[src/rtl/mips_mem_arbiter_if.sv]
// Core-side and memory-side bus of the unified-memory arbiter.
// slave is the arbiter's view; master is the core/memory environment.
interface mips_mem_arbiter_if;
    logic        if_req;
    logic [31:0] if_addr;
    logic        if_gnt;
    logic        if_rvalid;
    logic [31:0] if_rdata;
    logic        if_err;

    logic        d_req;
    logic        d_we;
    logic [31:0] d_addr;
    logic [31:0] d_wdata;
    logic [3:0]  d_be;
    logic        d_gnt;
    logic        d_rvalid;
    logic [31:0] d_rdata;
    logic        d_err;

    logic        mem_req;
    logic        mem_we;
    logic [31:0] mem_addr;
    logic [31:0] mem_wdata;
    logic [3:0]  mem_be;
    logic        mem_ack;
    logic [31:0] mem_rdata;

    modport slave (
        input  if_req, if_addr,
        input  d_req, d_we, d_addr, d_wdata, d_be,
        input  mem_ack, mem_rdata,
        output if_gnt, if_rvalid, if_rdata, if_err,
        output d_gnt, d_rvalid, d_rdata, d_err,
        output mem_req, mem_we, mem_addr, mem_wdata, mem_be
    );

    modport master (
        output if_req, if_addr,
        output d_req, d_we, d_addr, d_wdata, d_be,
        output mem_ack, mem_rdata,
        input  if_gnt, if_rvalid, if_rdata, if_err,
        input  d_gnt, d_rvalid, d_rdata, d_err,
        input  mem_req, mem_we, mem_addr, mem_wdata, mem_be
    );
endinterface

[src/rtl/mips_mem_arbiter.sv]
// Single-port memory arbiter for MIPS fetch and load/store paths.
// Data has priority, bounded by a fetch starvation guard and an ack watchdog.
module mips_mem_arbiter #(
    parameter int MAX_STREAK = 4,
    parameter int TIMEOUT    = 16
) (
    input logic               clk,
    input logic               rst_n,
    mips_mem_arbiter_if.slave bus
);
    localparam int SW = (MAX_STREAK > 0) ? $clog2(MAX_STREAK + 1) : 1;
    localparam int WW = (TIMEOUT > 1) ? $clog2(TIMEOUT) : 1;
    localparam logic [SW-1:0] STREAK_MAX = SW'(MAX_STREAK);
    localparam logic [WW-1:0] WDOG_LAST  = WW'(TIMEOUT - 1);

    typedef enum logic [1:0] {
        IDLE   = 2'd0,
        BUSY_I = 2'd1,
        BUSY_D = 2'd2
    } state_e;

    state_e        state_q, state_d;
    logic [SW-1:0] streak_q, streak_d;
    logic [WW-1:0] wdog_q, wdog_d;
    logic          we_q, we_d;
    logic [31:0]   addr_q, addr_d;
    logic [31:0]   wdata_q, wdata_d;
    logic [3:0]    be_q, be_d;
    logic          if_rvalid_q, if_rvalid_d;
    logic          if_err_q, if_err_d;
    logic [31:0]   if_rdata_q, if_rdata_d;
    logic          d_rvalid_q, d_rvalid_d;
    logic          d_err_q, d_err_d;
    logic [31:0]   d_rdata_q, d_rdata_d;

    logic busy;
    logic sel_i;
    logic sel_d;
    logic ack_hit;
    logic to_hit;

    // Data wins unless fetch is waiting and the streak is used up.
    always_comb begin
        busy    = (state_q != IDLE);
        sel_d   = !busy && bus.d_req &&
                  (!bus.if_req || (streak_q < STREAK_MAX));
        sel_i   = !busy && bus.if_req && !sel_d;
        ack_hit = busy && bus.mem_ack;
        to_hit  = busy && !bus.mem_ack && (wdog_q == WDOG_LAST);
    end

    always_ff @(posedge clk or negedge rst_n) begin
        if (!rst_n) begin
            state_q <= IDLE;
        end else begin
            state_q <= state_d;
        end
    end

    always_comb begin
        state_d = state_q;
        unique case (state_q)
            IDLE: begin
                if (sel_d) begin
                    state_d = BUSY_D;
                end else if (sel_i) begin
                    state_d = BUSY_I;
                end
            end
            BUSY_I, BUSY_D: begin
                if (ack_hit || to_hit) begin
                    state_d = IDLE;
                end
            end
            default: state_d = IDLE;
        endcase
    end

    always_comb begin
        bus.if_gnt    = sel_i;
        bus.d_gnt     = sel_d;
        bus.mem_req   = busy;
        bus.mem_we    = busy & we_q;
        bus.mem_addr  = busy ? addr_q  : 32'h0;
        bus.mem_wdata = busy ? wdata_q : 32'h0;
        bus.mem_be    = busy ? be_q    : 4'h0;
        bus.if_rvalid = if_rvalid_q;
        bus.if_err    = if_err_q;
        bus.if_rdata  = if_rdata_q;
        bus.d_rvalid  = d_rvalid_q;
        bus.d_err     = d_err_q;
        bus.d_rdata   = d_rdata_q;
    end

    always_comb begin
        streak_d    = streak_q;
        we_d        = we_q;
        addr_d      = addr_q;
        wdata_d     = wdata_q;
        be_d        = be_q;
        wdog_d      = '0;
        if_rvalid_d = 1'b0;
        if_err_d    = 1'b0;
        if_rdata_d  = if_rdata_q;
        d_rvalid_d  = 1'b0;
        d_err_d     = 1'b0;
        d_rdata_d   = d_rdata_q;

        if (sel_d) begin
            we_d    = bus.d_we;
            addr_d  = bus.d_addr;
            wdata_d = bus.d_wdata;
            be_d    = bus.d_be;
            if (!bus.if_req) begin
                streak_d = '0;
            end else if (streak_q != STREAK_MAX) begin
                streak_d = streak_q + SW'(1);
            end
        end else if (sel_i) begin
            we_d     = 1'b0;
            addr_d   = bus.if_addr;
            wdata_d  = 32'h0;
            be_d     = 4'hF;
            streak_d = '0;
        end

        if (busy && !(ack_hit || to_hit)) begin
            wdog_d = wdog_q + WW'(1);
        end

        // Stores keep the last load data; a timeout returns zero.
        if (ack_hit || to_hit) begin
            if (state_q == BUSY_D) begin
                d_rvalid_d = 1'b1;
                d_err_d    = to_hit;
                if (to_hit) begin
                    d_rdata_d = 32'h0;
                end else if (!we_q) begin
                    d_rdata_d = bus.mem_rdata;
                end
            end else begin
                if_rvalid_d = 1'b1;
                if_err_d    = to_hit;
                if_rdata_d  = to_hit ? 32'h0 : bus.mem_rdata;
            end
        end
    end

    always_ff @(posedge clk or negedge rst_n) begin
        if (!rst_n) begin
            streak_q    <= '0;
            wdog_q      <= '0;
            we_q        <= 1'b0;
            addr_q      <= 32'h0;
            wdata_q     <= 32'h0;
            be_q        <= 4'h0;
            if_rvalid_q <= 1'b0;
            if_err_q    <= 1'b0;
            if_rdata_q  <= 32'h0;
            d_rvalid_q  <= 1'b0;
            d_err_q     <= 1'b0;
            d_rdata_q   <= 32'h0;
        end else begin
            streak_q    <= streak_d;
            wdog_q      <= wdog_d;
            we_q        <= we_d;
            addr_q      <= addr_d;
            wdata_q     <= wdata_d;
            be_q        <= be_d;
            if_rvalid_q <= if_rvalid_d;
            if_err_q    <= if_err_d;
            if_rdata_q  <= if_rdata_d;
            d_rvalid_q  <= d_rvalid_d;
            d_err_q     <= d_err_d;
            d_rdata_q   <= d_rdata_d;
        end
    end
endmodule
[src/flat_wrapper.sv]
// flat-port wrapper written by rule: the top's interface ports become plain ports
module mips_mem_arbiter_flat 
#(
    parameter int MAX_STREAK = 4,
    parameter int TIMEOUT    = 16
)
  (clk, rst_n, bus_if_req, bus_if_addr, bus_d_req, bus_d_we, bus_d_addr, bus_d_wdata, bus_d_be, bus_mem_ack, bus_mem_rdata, bus_if_gnt, bus_if_rvalid, bus_if_rdata, bus_if_err, bus_d_gnt, bus_d_rvalid, bus_d_rdata, bus_d_err, bus_mem_req, bus_mem_we, bus_mem_addr, bus_mem_wdata, bus_mem_be);
  mips_mem_arbiter_if bus_i ();
  input logic clk;
  input logic rst_n;
  input wire logic [$bits(bus_i.if_req)-1:0] bus_if_req;
  input wire logic [$bits(bus_i.if_addr)-1:0] bus_if_addr;
  input wire logic [$bits(bus_i.d_req)-1:0] bus_d_req;
  input wire logic [$bits(bus_i.d_we)-1:0] bus_d_we;
  input wire logic [$bits(bus_i.d_addr)-1:0] bus_d_addr;
  input wire logic [$bits(bus_i.d_wdata)-1:0] bus_d_wdata;
  input wire logic [$bits(bus_i.d_be)-1:0] bus_d_be;
  input wire logic [$bits(bus_i.mem_ack)-1:0] bus_mem_ack;
  input wire logic [$bits(bus_i.mem_rdata)-1:0] bus_mem_rdata;
  output wire logic [$bits(bus_i.if_gnt)-1:0] bus_if_gnt;
  output wire logic [$bits(bus_i.if_rvalid)-1:0] bus_if_rvalid;
  output wire logic [$bits(bus_i.if_rdata)-1:0] bus_if_rdata;
  output wire logic [$bits(bus_i.if_err)-1:0] bus_if_err;
  output wire logic [$bits(bus_i.d_gnt)-1:0] bus_d_gnt;
  output wire logic [$bits(bus_i.d_rvalid)-1:0] bus_d_rvalid;
  output wire logic [$bits(bus_i.d_rdata)-1:0] bus_d_rdata;
  output wire logic [$bits(bus_i.d_err)-1:0] bus_d_err;
  output wire logic [$bits(bus_i.mem_req)-1:0] bus_mem_req;
  output wire logic [$bits(bus_i.mem_we)-1:0] bus_mem_we;
  output wire logic [$bits(bus_i.mem_addr)-1:0] bus_mem_addr;
  output wire logic [$bits(bus_i.mem_wdata)-1:0] bus_mem_wdata;
  output wire logic [$bits(bus_i.mem_be)-1:0] bus_mem_be;
  assign bus_i.if_req = bus_if_req;
  assign bus_i.if_addr = bus_if_addr;
  assign bus_i.d_req = bus_d_req;
  assign bus_i.d_we = bus_d_we;
  assign bus_i.d_addr = bus_d_addr;
  assign bus_i.d_wdata = bus_d_wdata;
  assign bus_i.d_be = bus_d_be;
  assign bus_i.mem_ack = bus_mem_ack;
  assign bus_i.mem_rdata = bus_mem_rdata;
  assign bus_if_gnt = bus_i.if_gnt;
  assign bus_if_rvalid = bus_i.if_rvalid;
  assign bus_if_rdata = bus_i.if_rdata;
  assign bus_if_err = bus_i.if_err;
  assign bus_d_gnt = bus_i.d_gnt;
  assign bus_d_rvalid = bus_i.d_rvalid;
  assign bus_d_rdata = bus_i.d_rdata;
  assign bus_d_err = bus_i.d_err;
  assign bus_mem_req = bus_i.mem_req;
  assign bus_mem_we = bus_i.mem_we;
  assign bus_mem_addr = bus_i.mem_addr;
  assign bus_mem_wdata = bus_i.mem_wdata;
  assign bus_mem_be = bus_i.mem_be;
  mips_mem_arbiter #(.MAX_STREAK(MAX_STREAK), .TIMEOUT(TIMEOUT)) u_core (.clk(clk), .rst_n(rst_n), .bus(bus_i));
endmodule
[config.mk]
export PLATFORM = sky130hd
export DESIGN_NAME = mips_mem_arbiter_flat
export DESIGN_NICKNAME = d
export VERILOG_FILES = /design/src/rtl/mips_mem_arbiter_if.sv /design/src/rtl/mips_mem_arbiter.sv /design/src/flat_wrapper.sv
export SDC_FILE = /design/constraint.sdc
export NUM_CORES = 1
export LEC_CHECK = 0
export BUFFER_PORTS_ARGS = -buffer_cell sky130_fd_sc_hd__buf_4
export CORE_MARGIN = 2
export CORE_UTILIZATION = 51
export CTS_CLUSTER_SIZE = 24
export DETAILED_ROUTE_END_ITERATION = 10
export GPL_ROUTABILITY_DRIVEN = 1
export PLACE_DENSITY = 0.86
export SLEW_MARGIN = 20
export SYNTH_ARGS = -nofsm -noshare
export SYNTH_HDL_FRONTEND = slang
export SYNTH_SLANG_ARGS = --single-unit
[constraint.sdc]
create_clock -name clk -period 4.8 [get_ports clk]
set_clock_uncertainty 0.2 [all_clocks]
set_input_delay 0.24 -clock clk [delete_from_list [all_inputs] [get_ports clk]]
set_output_delay 0.24 -clock clk [all_outputs]
set_load 0.01 [all_outputs]
Yosys cells after proc, flatten, opt, wreduce, memory -nomap -nowiden
Index checks and enable logic that the tools add are counted.
- equal/unequal tests: 8
- reduce and logical (&&, ||, !) cells: 23
- add/subtract/negate cells: 2
- multiplexer cells: 31
- magnitude comparators: 1
- bitwise gates (word level): 2
- operators by type and width (kind ; number):
    $mux W32 ; 9
    $mux W4 ; 4
    $mux W3 ; 4
    $mux W1 ; 10
    $logic_and A1 B1 Y1 ; 8
    $mux W2 ; 3
    $ne A3 B3 Y1 const B ; 2
    $reduce_and A2 Y1 ; 3
    $logic_not A1 Y1 ; 5
    $add A4 B1 Y4 const B ; 1
    $eq A4 B4 Y1 const B ; 1
    $pmux W2 S2 ; 1
    $reduce_bool A2 Y1 ; 2
    $add A3 B1 Y3 const B ; 1
    $lt A3 B3 Y1 const B ; 1
    $ne A3 B2 Y1 const B ; 1
    $reduce_and A3 Y1 ; 1
    $eq A2 B1 Y1 const B ; 1
    $eq A2 B2 Y1 const B ; 1
    $logic_not A2 Y1 ; 1
    $logic_or A1 B1 Y1 ; 2
    $ne A2 B1 Y1 const B ; 1
    $ne A2 B2 Y1 const B ; 1
    $reduce_or A2 Y1 ; 1
    other kinds (2) ; 2
- logic and storage cells: 80
- register bits: 146
- output and inout bits: 140
- bits of input ports: 138

Depth between registers and ports, before layout
Gate-level depths: netlist of the first run.
- depth after elaboration: 9
- depth in mapped cells: 9

Worst setup path before layout of the first run
OpenSTA, ideal clock, no wires.
- kind: register to register
- from: register u_core.state_q[1]
- to: register u_core.d_rdata_q[1] (netlist: u_core.bus.d_rdata[1])
- cell stages (with the launch flop): 9
- arrival: 1.537 ns
- buffers on the path: 2
- path slack: 2.933 ns
- required time: 4.469 ns
- cells stage by stage: dfrtp_1 > inv_1 > ha_1 > nand2b_4 > or3b_1 > buf_2 > buf_6 > nand2_1 > o21ai_1
- cells in the longest elaborated chain, start to end: 5
- RTL lines (element ; line ; source):
    start: declaration ; mips_mem_arbiter.sv:22 ; state_e state_q, state_d;
    start signal: assignment ; mips_mem_arbiter.sv:56 ; state_q <= state_d;
    $reduce_bool A2 Y1 ; mips_mem_arbiter.sv:44 ; busy = (state_q != IDLE);
    $logic_and A1 B1 Y1 (2 in series) ; mips_mem_arbiter.sv:49 ; to_hit = busy && !bus.mem_ack && (wdog_q == WDOG_LAST);
    $ne A2 B2 Y1 (no source line) / $logic_or A1 B1 Y1 (equally long branches) ; n/a ;
    $reduce_and A3 Y1 (no source line) ; n/a ;
    end signal: assignment ; mips_mem_arbiter.sv:175 ; d_rdata_q <= d_rdata_d;
    end: declaration ; mips_mem_arbiter.sv:34 ; logic [31:0] d_rdata_q, d_rdata_d;
Parallel ways exist; a longest one is shown, timed or not.
A chain may end at the register's enable or synchronous reset.

Worst setup path in the final report of the first run
- from: register u_core.state_q[1]
- to: register u_core.addr_q[11]
- cells in the longest elaborated chain, start to end: 7
- RTL lines (element ; line ; source):
    $reduce_bool A2 Y1 (*) ; mips_mem_arbiter.sv:44 ;
    $logic_not A1 Y1 (*) ; mips_mem_arbiter.sv:45, mips_mem_arbiter.sv:47 ;
    $logic_and A1 B1 Y1 (2 in series) ; mips_mem_arbiter.sv:45 ; sel_d = !busy && bus.d_req &&
    $logic_not A1 Y1 ; mips_mem_arbiter.sv:47 ; sel_i = !busy && bus.if_req && !sel_d;
    $logic_and A1 B1 Y1 ; mips_mem_arbiter.sv:47 ;
    $reduce_bool A2 Y1 (no source line) ; n/a ;
    end signal: assignment ; mips_mem_arbiter.sv:167 ; addr_q <= addr_d;
    end: declaration ; mips_mem_arbiter.sv:26 ; logic [31:0] addr_q, addr_d;
Mark *: on every way between the ends. The rest lies on a longest branch, timed or not.

==> results of run 1 <==
-- layer usage --
| layer | track usage, % | up-vias | part of all wire [%] | wire length (µm) |
|---|---|---|---|---|
| met3 | 7.97 | 109 | 8.0 | 1910 |
| li1 | - | 2677 | - | - |
| met5 | 0 | - | 0 | 0 |
| met2 | 65.0 | 463 | 51 | 12200 |
| met1 | 43.4 | 3092 | 36 | 8550 |
| met4 | 19.8 | 0 | 4.9 | 1170 |
-- cell usage in the layout, fill, tap and decap left out, drive strengths merged, types with 2 or more instances in the layout --
cell	Yosys	final
inv	39	38
a22o	66	66
clkbuf	16	21
o21ai	35	35
a21oi	2	2
ha	6	6
a222oi	32	32
bufinv	0	7
nor2	4	4
nand3	4	4
dlygate4sd3	0	135
dfrtp	146	146
nand2b	2	2
clkinv	0	3
buf	27	283
o22a	4	4
o211ai	2	2
nor2b	70	70
nor3	4	4
nand2	68	68
nor3b	3	3
-- metrics by stage --
step / utilization, % / cell area (µm²)
after floorplan: - / 6140
after global placement: 69.5 / 8240
after detailed placement: 69.7 / 8260
after CTS: 86.8 / 10300
after global routing: 86.8 / 10300
final: 86.8 / 10300
-- state kept, by name, indices dropped and copies added, names as in the netlist --
register / cells
u_core.streak_q: 3
u_core.addr_q: 32
u_core.be_q: 4
u_core.bus.d_err: 1
u_core.we_q: 1
u_core.wdata_q: 32
u_core.state_q: 2
u_core.bus.d_rdata: 32
u_core.bus.if_rdata: 32
u_core.wdog_q: 4
u_core.bus.if_err: 1
u_core.bus.if_rvalid: 1
u_core.bus.d_rvalid: 1
-- cell families after synthesis --
logic type,count (synthesis),share of synthesized area [%]
AND/OR/NAND/NOR,159,13.9
flip-flops,146,59.5
AO/OA/AOI/OAI,141,18.6
buffers and inverters,82,6.31
adder cells (fa/ha/maj),6,1.22
XOR/XNOR,2,0.285
multiplexers,1,0.183
-- worst min-delay path, delay by kind of cell --
family / cells / cell delay [ns]
and+or+nand+nor: 1 / 0.13
AOI/OAI and AO/OA: 1 / 0.15
buffers and inverters: 1 / 0.14
-- worst max-delay path by stage --
stage	end	slack, ns	depth (start not counted)
after CTS	u_core.addr_q[22]	1.46	7
after floorplan	u_core.bus.d_rdata[1]	2.93	8
after global placement	bus_d_gnt	2.13	5
after global routing	u_core.addr_q[11]	1.0	7
final	u_core.addr_q[11]	1.11	7
after detailed placement	bus_d_gnt	1.99	5
-- cell type report --
| cell class | count | share of cell area (%) |
|---|---|---|
| repair buffers | 419 | 34.0 |
| inverters | 39 | 1.43 |
| flip-flops and latches | 146 | 35.5 |
| clock buffers | 20 | 4.34 |
| multi-input cells | 309 | 20.7 |
| clock inverters | 10 | 2.25 |
| well taps | 147 | 1.79 |
-- power by group --
part           switching, mW  internal [mW]
Sequential             0.405           1.78
Clock                  0.513           1.04
Combinational           1.46           1.50
Total                   2.38           4.31
==> reports/qor.csv, run 1 <==
stage,metric,value,unit
yosys,Mapped Avg Cell Area,11.4,µm²
sta,fin crit period,3.69,ns
critical_path,Critical Path Fanout Max,67,
hold_path,Hold Crit Depth,3,
critical_path,r2r worst-path depth,7,
placed_design,Placement Setup Slack,1.99,ns
sta,WHS,0.0890,ns
cells_and_area,Sequential cell area,0.00365,mm²
status,outcome,"complete, no violations",
sta,fin. max-slew vios,0,
cells_and_area,Final #Nets,1076,
clock_tree,# resized after CTS,0,
flow_run,Max-Cap Viols,0,
yosys,Post-Syn Area,0.00614,mm²
sta,Final Hold Viols,0,
hold_path,hold endpoint,u_core.be_q[2],
power_and_ir_drop,static leakage,5.17,nW
die,die height,114,µm
global_route,largest net degree at the start of global routing,118,
yosys,share of the synthesized area in the top cell type,59.5,%
sta,# setup viols final,0,
power_and_ir_drop,Worst VDD drop,0.000363,V
critical_path,arrival time at the worst endpoint,3.78,ns
power_and_ir_drop,"Power, Total",6.69,mW
yosys,Synth top cells by count,"dfrtp_1 (146), nor2b_1 (70), nand2_1 (68)",
clock_tree,TritonCTS Buffers,17,
cells_and_area,share of cells above drive strength 1,34.6,%
critical_path,"CP delay by family, top",buffers and inverters,
yosys,count of state elements after synthesis,146,
die,core area,0.0119,mm²
power_and_ir_drop,P per Cell Area,650,mW/mm²
critical_path,worst-path cell chain,"inv_1, ha_1, nand3_2, clkinv_2, a222oi_1, dlygate4sd3_1, inv_1",
clock_tree,post-CTS setup buffer count,0,
placed_design,post-DP HPWL,12000,µm
critical_path,CP Data Required Time,4.89,ns
cells_and_area,fin cells,1090,
sta,Fmax,271,MHz
global_route,vias in the first global route,6799,
drt,aggregate routed wire length,23800,µm
clock_tree,Root Driver,clkbuf_16,
yosys,count of cell types in the netlist,33,
clock_tree,# clock sinks,146,
cells_and_area,Multi-input gate area,0.00213,mm²
critical_path,Critical Path Start,u_core.state_q[1],
clock_tree,cts hold-fix bufs,135,
die,chip width,114,µm
placed_design,DP Cell Count,925,
critical_path,Worst Setup Start Kind,flip-flop,
yosys,most frequent cell after synthesis,dfrtp_1,
drt,Starting DRT DRC Count,1022,
yosys,"EDFF count, synth",0,
sta,Final Cycle Share,76.9,%
clock_tree,CTS tree,yes,
yosys,Gate Count Post-Synth,537,
drt,via-per-instance ratio,5.82,
die,I/O pin count,278,
die,full die area,0.0129,mm²
critical_path,CP bufs+invs,4,
sta,RSZ-0062 raised after global routing,no,
sta,Rel. slew slack,35.7,%
clock_tree,clk buf depth,2,
sta,Worst-Margin Slew,0.963,ns
yosys,synth warn,0,
critical_path,"Top cell by count, worst path",inv_1,
drt,Vias,6341,
critical_path,CP endpoint kind,flip-flop,
placed_design,Buffers on Ports,277,
global_route,first-pass GRT wire length,36800,µm
global_route,GR Overflow Total,0,
critical_path,Crit-path slowest cell,clkinv_2,
critical_path,reg2reg end,u_core.addr_q[11],
global_route,initial antenna violation count,0,
critical_path,Reg-to-Reg Start,u_core.state_q[1],
yosys,Async SR Flop Fraction,100,%
clock_tree,CTS H-tree lvls,4,
cells_and_area,filler cell count,512,
yosys,top_reg_cell synth,dfrtp_1,
hold_path,worst hold-check path type,input pin to flip-flop,
yosys,syn_nets,681,
global_route,all-layer global routing usage,37.3,%
placed_design,placer congestion estimate,0.876,
critical_path,WS Path Type,flip-flop to flip-flop,
die,# rows,40,
cells_and_area,synthesis-to-finish area growth,67.6,%
critical_path,flop-to-flop setup slack,1.11,ns
yosys,"Seq/Total Area, Yosys",59.5,%
cells_and_area,antenna diode count,0,
sta,final setup TNS,0,ns
clock_tree,Clock transition at path regs,0.06,ns
critical_path,CP peak stage delay,0.77,ns
yosys,"area leader, netlist",dfrtp_1,
drt,First-pass DRT Iterations,10,
die,Starting Density,51.8,%
drt,WL per Instance,21.9,µm
hold_path,HP Start,bus_d_req,
drt,drt drc,0,
sta,setup ws final,1.11,ns
yosys,largest cells by area after synthesis,"dfrtp_1 (59%), a22o_1 (9.4%), nor2b_1 (7.1%)",
clock_tree,clock latency on the worst-skew pair,0.41,ns
drt,final antenna-violating net count,0,
(Power assumes the default switching activity.)
==> inputs of run 2 (changes only) <==
- CORE_UTILIZATION: 51 -> 43
- PLACE_DENSITY: 0.86 -> 0.77
- clock period: 4.8 -> 3 ns (I/O delays scaled with it)
==> run 2 against run 1 <==
Compared with the run above: utilization is 13 points lower; cell area rose by 0.52%; worst setup slack got worse by 0.91 ns; worst hold slack worse by 0.038 ns; final cell count is 4.0% higher; largest power group unchanged.
==> reports/qor.csv, run 2 (synthesis results as in run 1) <==
stage,metric,value,unit,change
critical_path,WS Path Type,flip-flop to flip-flop,,
placed_design,Placement Setup Slack,0.570,ns,-1.42 ns
drt,DRT met1 WL,8100,µm,-5.2%
drt,WL per Instance,18.5,µm,-15%
die,full die area,0.0153,mm²,+18%
power_and_ir_drop,"Power, Total",10.2,mW,+52%
cells_and_area,Multi-input gate area,0.00214,mm²,+0.12%
global_route,GR Overflow Total,0,,unchanged
cells_and_area,Finished Core Util,74.3,%,-13 points
die,chip width,124,µm,+8.6%
drt,via-per-instance ratio,5.40,,-7.2%
sta,Worst-Margin Slew,1.09,ns,+0.124 ns
cells_and_area,synthesis-to-finish area growth,68.5,%,
placed_design,placer congestion estimate,0.805,,-8.1%
cells_and_area,Final #Nets,1085,,+0.84%
die,die height,124,µm,+8.6%
clock_tree,clk buf depth,2,,unchanged
sta,fin. max-slew vios,0,,unchanged
drt,drt drc,0,,unchanged
drt,aggregate routed wire length,21000,µm,-12%
placed_design,post-DP HPWL,12100,µm,+0.83%
placed_design,DP Area,0.00833,mm²,+0.85%
flow_run,Max-Cap Viols,0,,unchanged
cells_and_area,filler cell count,846,,+65%
sta,fin crit period,2.80,ns,-0.893 ns
die,I/O pin count,278,,unchanged
critical_path,CP endpoint kind,flip-flop,,
cells_and_area,Sequential cell area,0.00365,mm²,unchanged
die,# rows,43,,+7.5%
sta,final setup TNS,0,ns,unchanged
clock_tree,TritonCTS Buffers,17,,unchanged
power_and_ir_drop,P per Cell Area,983,mW/mm²,+51%
clock_tree,post-CTS setup buffer count,0,,unchanged
critical_path,Crit-path slowest cell,dlygate4sd3_1,,
sta,RSZ-0062 raised after global routing,no,,
die,core area,0.0139,mm²,+17%
cells_and_area,"commonest non-fill, non-tap cell in the layout",buf_4,,
sta,Fmax,358,MHz,+32%
global_route,all-layer global routing usage,27.3,%,-10 points
cells_and_area,most frequent cells in the layout,"buf_4 (283), dfrtp_1 (146), dlygate4sd3_1 (141), nor2b_1 (70), nand2_1 (68)",,
drt,Starting DRT DRC Count,570,,-44%
sta,Final Hold Viols,0,,unchanged
power_and_ir_drop,Worst VDD drop,0.000602,V,+66%
sta,Final Cycle Share,93.2,%,+16 points
hold_path,worst hold-check path type,input pin to async pin,,
cells_and_area,share of cells above drive strength 1,34.6,%,about the same
critical_path,CP Data Required Time,3.16,ns,-1.73 ns
critical_path,CP peak stage delay,0.63,ns,-0.14 ns
critical_path,"Top cell by count, worst path",inv_1,,
drt,final antenna-violating net count,0,,unchanged
critical_path,arrival time at the worst endpoint,2.95,ns,-0.83 ns
global_route,largest net degree at the start of global routing,95,,-19%
sta,# setup viols final,0,,unchanged
drt,WL met2,10700,µm,-12%
sta,setup ws final,0.203,ns,-0.907 ns
placed_design,Buffers on Ports,277,,unchanged
critical_path,r2r worst-path depth,8,,+1
global_route,initial antenna violation count,0,,unchanged
critical_path,worst-path cell chain,"inv_1, ha_2, nand3_2, inv_4, buf_12, a222oi_1, dlygate4sd3_1, inv_1",,
clock_tree,Root Driver,clkbuf_16,,
critical_path,Critical Path Fanout Max,48,,-28%
drt,Vias,6122,,-3.5%
clock_tree,Clock transition at path regs,0.06,ns,about the same
drt,metal3 WL,1770,µm,-7.3%
global_route,first-pass GRT wire length,31800,µm,-14%
global_route,vias in the first global route,6159,,-9.4%
cells_and_area,antenna diode count,0,,unchanged
cells_and_area,design area,0.0104,mm²,+0.52%
drt,Highest Signal Layer,met4,,
clock_tree,# clock sinks,146,,unchanged
die,Starting Density,44.1,%,-7.7 points
critical_path,Worst Setup Start Kind,flip-flop,,
drt,First-pass DRT Iterations,8,,-2
sta,Rel. slew slack,27.5,%,-8.2 points
power_and_ir_drop,static leakage,5.17,nW,about the same
status,outcome,"complete, no violations",,
clock_tree,clock latency on the worst-skew pair,0.42,ns,about the same
clock_tree,CTS tree,yes,,
clock_tree,CTS H-tree lvls,4,,unchanged
run 2: cell types whose count changed in the layout (fill, tap and decap cells not counted), sizes merged:
cell,previous run,this run
inv,38,39
buf,283,287
clkinv,3,6
clkinvlp,1,2
bufinv,7,2
clkbuf,21,22
dlygate4sd3,135,141
run 2: layout make-up:
type	instances	area share, %
timing repair buffer	428	34.9
tap	180	2.18
clock inverter	10	1.05
sequential	146	35.3
clock buffer	22	4.48
multi-input combinational	309	20.6
inverter	39	1.44
run 2: routing by layer:
metal	global-route usage, %	vias up
li1	-	2690
met1	34.0	3024
met2	46.5	373
met3	6.41	35
met4	9.73	0
met5	0	-
run 2: final timing paths:
| check | endpoint | from | slack (ns) |
|---|---|---|---|
| max in group asynchronous | u_core.bus.d_rdata[22] | rst_n | 1.65 |
| max | u_core.addr_q[17] | u_core.state_q[1] | 0.20 |
| max reg2reg | u_core.addr_q[17] | u_core.state_q[1] | 0.20 |
| min | u_core.bus.if_rdata[14] | rst_n | 0.05 |
| min in group clk | u_core.wdog_q[0] | u_core.wdog_q[0] | 0.27 |
| min reg2reg | u_core.wdog_q[0] | u_core.wdog_q[0] | 0.27 |
run 2: stage by stage:
stage	hold WS [ns]	cells
floorplan	-0.346	537
detailed placement	-0.0725	960
finish	0.0506	1134
global placement	-0.0834	960
global route	0.107	1134
CTS	0.0541	1133
run 2: what timing repair did:
action | in CTS | in global routing
hold buffers | 141 | 0
setup endpoints to repair | 0 | 32
gates resized for setup | 0 | 3
hold endpoints to repair | 193 | 0
run 2: critical path, delay by kind of cell, from the launching register on:
family | cells | cell delay (ns)
DFF | 1 | 0.39
adders and majority gates | 1 | 0.36
AOI/OAI and AO/OA | 1 | 0.17
and+or+nand+nor | 1 | 0.24
buffers and inverters | 5 | 1.33
run 2: report_power, final:
group / total, mW / leakage [nW] / internal [mW] / switching (mW)
logic: 4.70 / 3.06 / 2.48 / 2.22
clock network: 2.06 / 0.280 / 1.26 / 0.795
registers: 3.41 / 1.84 / 2.85 / 0.561
